===== src/rtl/residue_check_unit_pkg.sv =====
// residue_check_unit_pkg
//   Shared constants, op encoding and state type for the mod-31 residue checker.
//   No ports; imported by residue_check_unit and mersenne_fold.
package residue_check_unit_pkg;

  // Width of each half of the checked ALU result.
  localparam int WIDTH    = 32;

  // Residue width and the Mersenne modulus 2^MOD_BITS-1.
  localparam int MOD_BITS = 5;
  localparam int MERSENNE = 31;

  // Number of MOD_BITS-wide chunks needed to cover the 2*WIDTH-bit result.
  localparam int NCHUNK   = 13;
  localparam int CNT_BITS = 4;

  // Operation encoding on in_op.
  localparam logic OP_ADD  = 1'b0;
  localparam logic OP_MULT = 1'b1;

  // Controller states: waiting for work, folding chunks, presenting result.
  typedef enum logic [1:0] {
    IDLE = 2'd0,
    FOLD = 2'd1,
    DONE = 2'd2
  } state_e;

endpackage


===== src/rtl/mersenne_fold.sv =====
// mersenne_fold
//   Combinational end-around-carry reduction of a value of up to 2*MOD_BITS
//   bits to its normalized residue modulo 2^MOD_BITS-1 (result in 0..30).
// Ports:
//   x_i    in   2*MOD_BITS  value to reduce
//   res_o  out  MOD_BITS    normalized residue of x_i
module mersenne_fold
  import residue_check_unit_pkg::*;
(
  input  logic [2*MOD_BITS-1:0] x_i,
  output logic [MOD_BITS-1:0]   res_o
);

  logic [MOD_BITS:0]   sum1;
  logic [MOD_BITS-1:0] sum2;

  // Two end-around-carry passes are always enough: the first sum is at most
  // 62, and adding its carry back into the low bits cannot overflow again.
  // The all-ones pattern is the second encoding of zero and is mapped to 0.
  always_comb begin
    sum1  = {1'b0, x_i[MOD_BITS-1:0]} + {1'b0, x_i[2*MOD_BITS-1:MOD_BITS]};
    sum2  = sum1[MOD_BITS-1:0] + MOD_BITS'(sum1[MOD_BITS]);
    res_o = (sum2 == MOD_BITS'(MERSENNE)) ? '0 : sum2;
  end

endmodule


===== src/rtl/residue_check_unit.sv =====
// residue_check_unit
//   Checker end of the mod-31 residue scheme. Accepts operand residues and a
//   raw 64-bit ALU result, folds the result serially (one 5-bit chunk per
//   cycle, 13 cycles) into its residue, predicts the residue from the operand
//   residues and flags any mismatch.
// Ports:
//   clock, reset       rising-edge clock, asynchronous active-high reset
//   in_valid/in_ready  request handshake (in_ready only in IDLE)
//   in_op              0 = ADD, 1 = MULT
//   in_a_res/in_b_res  operand residues (31 accepted as 0)
//   in_result_lo/hi    checked value {hi, lo}
//   out_valid/ready    result handshake; outputs hold while out_ready = 0
//   out_error          residue mismatch
//   out_residue        normalized residue of the result
//   out_expected       normalized predicted residue
//   err_count          (only with RESCHK_ERR_COUNT_EN) saturating count of
//                      delivered results with out_error set
// Configuration macro: RESCHK_ERR_COUNT_EN
module residue_check_unit
  import residue_check_unit_pkg::*;
(
  input  logic                clock,
  input  logic                reset,
  input  logic                in_valid,
  output logic                in_ready,
  input  logic                in_op,
  input  logic [MOD_BITS-1:0] in_a_res,
  input  logic [MOD_BITS-1:0] in_b_res,
  input  logic [WIDTH-1:0]    in_result_lo,
  input  logic [WIDTH-1:0]    in_result_hi,
  output logic                out_valid,
  input  logic                out_ready,
  output logic                out_error,
  output logic [MOD_BITS-1:0] out_residue,
  output logic [MOD_BITS-1:0] out_expected
`ifdef RESCHK_ERR_COUNT_EN
  ,
  output logic [15:0]         err_count
`endif
);

  localparam logic [CNT_BITS-1:0] LAST_CHUNK = CNT_BITS'(NCHUNK - 1);

  state_e                state_q, state_d;
  logic [2*WIDTH-1:0]    sr_q, sr_d;
  logic [MOD_BITS-1:0]   acc_q, acc_d;
  logic [MOD_BITS-1:0]   exp_q, exp_d;
  logic [CNT_BITS-1:0]   cnt_q, cnt_d;

  logic [2*MOD_BITS-1:0] accSum;
  logic [MOD_BITS-1:0]   accFold;
  logic [2*MOD_BITS-1:0] expRaw;
  logic [MOD_BITS-1:0]   expFold;

  // Operand widening for the two reductions. The accumulator is at most 30
  // and a chunk at most 31, and the operand product is at most 961, so both
  // raw values fit in 10 bits without loss.
  always_comb begin
    accSum = {{MOD_BITS{1'b0}}, acc_q} + {{MOD_BITS{1'b0}}, sr_q[MOD_BITS-1:0]};
    if (in_op == OP_MULT) begin
      expRaw = {{MOD_BITS{1'b0}}, in_a_res} * {{MOD_BITS{1'b0}}, in_b_res};
    end else begin
      expRaw = {{MOD_BITS{1'b0}}, in_a_res} + {{MOD_BITS{1'b0}}, in_b_res};
    end
  end

  mersenne_fold u_accFold (
    .x_i   (accSum),
    .res_o (accFold)
  );

  mersenne_fold u_expFold (
    .x_i   (expRaw),
    .res_o (expFold)
  );

  // State and datapath registers. Reset clears everything so an interrupted
  // transaction leaves no trace.
  always_ff @(posedge clock or posedge reset) begin
    if (reset) begin
      state_q <= IDLE;
      sr_q    <= '0;
      acc_q   <= '0;
      exp_q   <= '0;
      cnt_q   <= '0;
    end else begin
      state_q <= state_d;
      sr_q    <= sr_d;
      acc_q   <= acc_d;
      exp_q   <= exp_d;
      cnt_q   <= cnt_d;
    end
  end

  // Next-state and output decode. Outputs are driven only in DONE so they
  // read as zero everywhere else, including straight after reset.
  always_comb begin
    state_d      = state_q;
    sr_d         = sr_q;
    acc_d        = acc_q;
    exp_d        = exp_q;
    cnt_d        = cnt_q;
    in_ready     = 1'b0;
    out_valid    = 1'b0;
    out_error    = 1'b0;
    out_residue  = '0;
    out_expected = '0;

    case (state_q)
      IDLE: begin
        in_ready = 1'b1;
        if (in_valid) begin
          sr_d    = {in_result_hi, in_result_lo};
          acc_d   = '0;
          cnt_d   = '0;
          exp_d   = expFold;
          state_d = FOLD;
        end
      end

      FOLD: begin
        acc_d = accFold;
        sr_d  = sr_q >> MOD_BITS;
        cnt_d = cnt_q + CNT_BITS'(1);
        if (cnt_q == LAST_CHUNK) begin
          state_d = DONE;
        end
      end

      DONE: begin
        out_valid    = 1'b1;
        out_residue  = acc_q;
        out_expected = exp_q;
        out_error    = (acc_q != exp_q);
        if (out_ready) begin
          state_d = IDLE;
        end
      end

      default: begin
        state_d = IDLE;
      end
    endcase
  end

`ifdef RESCHK_ERR_COUNT_EN
  logic [15:0] errCnt_q;

  // Counts delivered mismatches and sticks at all-ones instead of wrapping.
  always_ff @(posedge clock or posedge reset) begin
    if (reset) begin
      errCnt_q <= '0;
    end else if (out_valid && out_ready && out_error && (errCnt_q != 16'hFFFF)) begin
      errCnt_q <= errCnt_q + 16'd1;
    end
  end

  assign err_count = errCnt_q;
`endif

endmodule


===== config.mk =====
export PLATFORM = sky130hd
export DESIGN_NAME = residue_check_unit
export DESIGN_NICKNAME = d
export VERILOG_FILES = /design/src/rtl/residue_check_unit_pkg.sv /design/src/rtl/mersenne_fold.sv /design/src/rtl/residue_check_unit.sv
export SDC_FILE = /design/constraint.sdc
export NUM_CORES = 1
export LEC_CHECK = 0
export ABC_AREA = 1
export CAP_MARGIN = 20
export CORE_UTILIZATION = 30
export DETAILED_ROUTE_END_ITERATION = 6
export PLACE_DENSITY = 0.49
export SYNTH_ARGS = -nofsm -noshare
export SYNTH_HDL_FRONTEND = slang
export SYNTH_SLANG_ARGS = --single-unit

===== constraint.sdc =====
create_clock -name clock -period 3.55 [get_ports clock]
set_clock_uncertainty 0.2 [all_clocks]
set_input_delay 0.5325 -clock clock [delete_from_list [all_inputs] [get_ports clock]]
set_output_delay 0.5325 -clock clock [all_outputs]
set_load 0.01 [all_outputs]

==> results.json <==
{
  "status": "complete, but fails checks",
  "violations": "setup timing",
  "period_needed_ns": 5.00,
  "setup_viol": 5,
  "dpl.hpwl_mm": 10.1,
  "synthTopCellsByCount": "inv_1 (128), nand2_1 (117), dfrtp_1 (80), a21oi_1 (69), o22ai_1 (58)",
  "rsz0062_at_grt": "yes",
  "portBuffers": 91,
  "cts_buffers": 9,
  "finalWorstSetupSlack_ns": -1.45,
  "switchingPower_uw": 2340,
  "htree_levels": 3,
  "antenna_cells": 0,
  "postSynthCellCount": 643,
  "cts.sinks": 80,
  "grt_max_degree": 67,
  "seq_power_share": 0.303,
  "ant_nets": 0,
  "core_sq_um": 16700,
  "die_x_microns": 133,
  "crit_end": "exp_q[3]",
  "synth.top_cell.area_share": 0.387,
  "async_flop_share": 1.00,
  "cts_tree": "built",
  "die_area_sq_um": 17800,
  "grt_first_pass_wirelength_mm": 23.0,
  "irDropWorstVdd_v": 0.000460,
  "tightest_slew_ns": 0.711,
  "p_comb_frac": 0.537,
  "yosysMostFrequentCell": "inv_1",
  "yosys_warnings": 0,
  "min_period_over_period": 1.41,
  "area_delta_synth_final_pct": 35.7,
  "synthFlopType": "dfrtp_1",
  "grt_use_total": 0.160,
  "hold_violations": 0,
  "die_h_microns": 133,
  "drc": 0,
  "start_kind": "primary input",
  "synth_edf_count": 0,
  "reg2reg_depth": 21,
  "r2r_end": "acc_q[3]",
  "first_pass_iters": 5,
  "place.gp.congestion": 0.821,
  "maxSlewHeadroom": 0.526,
  "grt-ovfl-total": 0,
  "nNetsFinal": 905,
  "synth.cell_area_sq_um": 5180,
  "syn_nets": 776,
  "cp_max_fo": 4,
  "cts_root_buffer": "clkbuf_16",
  "clk_path_buf_depth": 2,
  "ctsHoldBuffers": 0,
  "startpoint": "in_a_res[2]",
  "required_ns": 3.57,
  "via_count": 4632,
  "routedWlPerCell_microns": 13.6,
  "placed_cell_area_sq_um": 6640,
  "wirelength_mm": 13.6,
  "internal-power_uw": 3110,
  "finalMaxSlewViolations": 0,
  "hp-class": "reg -> reg",
  "r2r-start": "acc_q[2]",
  "first_global_vias": 4727,
  "fp-row-count": 47,
  "max_freq_mhz": 200,
  "synth_top_area_cell": "dfrtp_1",
  "crit_type": "in -> reg",
  "power_leakage_uw": 0.00359,
  "clockPowerShare": 0.161,
  "synth_area_per_cell_sq_um": 8.05,
  "clock_latency_ns": 0.33,
  "whs_ns": 0.282,
  "maxCapViolations": 0,
  "path_clk_slew_ns": 0.06,
  "cp-end-kind": "flip-flop",
  "antenna_found_initial": 0,
  "drt_iter0_drc": 131,
  "ys_seq_elements": 80,
  "ys_top_cells_by_area": "dfrtp_1 (39%), ha_1 (10%), inv_1 (9.3%), nand2_1 (8.5%), o22ai_1 (7.0%)",
  "nFillCells": 1687,
  "power_density_nw_per_um2": 775,
  "vias_per_cell": 4.65,
  "post-place-ws_ns": -2.25,
  "p_sw_frac": 0.429,
  "ys_types": 33,
  "fin_area_sq_um": 7030,
  "layout-drive-gt1-share": 0.144,
  "ios": 92,
  "power.total_uw": 5450,
  "cp.arrival_ns": 5.02,
  "rrSetupSlack_ns": 0.34,
  "ys_seq_area_frac": 0.387,
  "initial_core_util": 0.310,
  "min-delay-start": "cnt_q[3]"
}
==> per-stage QoR <==
step	cells	utilization	TNS, ns
3_3_place_gp	972	0.397	-10.61
4_1_cts	994	0.418	-7.20
6_report	997	0.421	-7.21
5_1_grt	997	0.421	-8.75
2_1_floorplan	643	-	-6.92
3_5_place_dp	972	0.397	-11.20
==> layer usage <==
| metal | routed length [microns] | vias up | track usage |
|---|---|---|---|
| li1 | - | 2353 | - |
| met1 | 6320 | 2164 | 0.210 |
| met2 | 6350 | 102 | 0.262 |
| met3 | 778 | 13 | 0.0403 |
| met4 | 140 | 0 | 0.0410 |
| met5 | 0 | - | 0 |
==> critical path, cell delays in order <==
cell and delay, ns:
buf_8 0.08, ha_4 0.13, inv_2 0.04, fa_1 0.56, fa_1 0.43, fa_1 0.52
inv_2 0.05, ha_4 0.22, a21oi_2 0.11, nand2_1 0.07, nand2_1 0.07, nand2_1 0.06
a21oi_2 0.12, xor2_1 0.15, nor2_1 0.08, ha_1 0.33, a21oi_2 0.19, nand2_2 0.09
a21oi_2 0.14, o21bai_1 0.08, ha_2 0.21, ha_4 0.17, nand4_1 0.15, xor2_2 0.19
nand3_2 0.12, nand2_1 0.08, nand2_1 0.05
==> cell type report <==
class                           count  area [sq um]  share of cell area
Tap cell                          220           275              0.0392
Clock buffer                       12           256              0.0365
Clock inverter                      4          27.5             0.00392
Inverter                          130           489              0.0696
Sequential cell                    80          2000               0.285
Timing Repair Buffer              142          1320               0.187
Multi-Input combinational cell    409          2660               0.379
==> sequential cells by signal, summed over array words and instances, names as in the netlist <==
register,count
exp_q,5
acc_q,5
sr_q,64
state_q,2
cnt_q,4
==> cells in the final DEF, fill, tap and decap left out, types with 3 or more instances in the layout <==
cell type,synthesis,final
a21oi_1,69,65
a21oi_2,0,4
a22o_1,5,5
a22oi_1,4,4
buf_4,0,49
clkbuf_16,0,9
clkdlybuf4s50_1,0,84
clkinv_2,0,3
dfrtp_1,80,80
fa_1,12,12
ha_1,42,38
ha_4,0,3
inv_1,128,124
inv_2,2,5
nand2_1,117,113
nand2_2,10,14
nand3_1,22,22
nand3_2,3,3
nand4_1,4,4
nor2_1,29,27
nor2_2,5,5
o21ai_0,9,7
o22ai_1,58,58
xor2_1,7,6
==> power groups by stage <==
stage               Clock [uW]  Sequential, uW  Combinational (uW)
global placement             0            1660                2780
finish                     875            1650                2920
global route               949            1710                3370
detailed placement           0            1670                2850
floorplan                    0            1580                2150
CTS                        909            1660                2890
==> timing repair <==
item,4_1_cts,5_1_grt
setup buffers,6,2
pin swaps,19,9
gates resized for setup,25,9
endpoints found under the setup margin,5,5
==> worst min path at each step <==
| stage | end | slack (ns) | cells after the start |
|---|---|---|---|
| CTS | cnt_q[3] | 0.28 | 1 |
| finish | cnt_q[3] | 0.28 | 1 |
| detailed placement | cnt_q[3] | 0.27 | 1 |
| global route | cnt_q[3] | 0.29 | 1 |
| floorplan | cnt_q[3] | 0.25 | 1 |
| global placement | cnt_q[3] | 0.26 | 1 |
==> kinds of logic after synthesis <==
logic type	Yosys count	share of synthesized area
and+or+nand+nor	193	0.161
AOI/OAI and AO/OA	153	0.172
xor gates and xnor gates	8	0.0135
adders and majority gates	54	0.148
buffers and inverters	154	0.117
muxes	1	0.00193
DFF	80	0.387
Note: power is estimated with default switching activity, not from simulation.
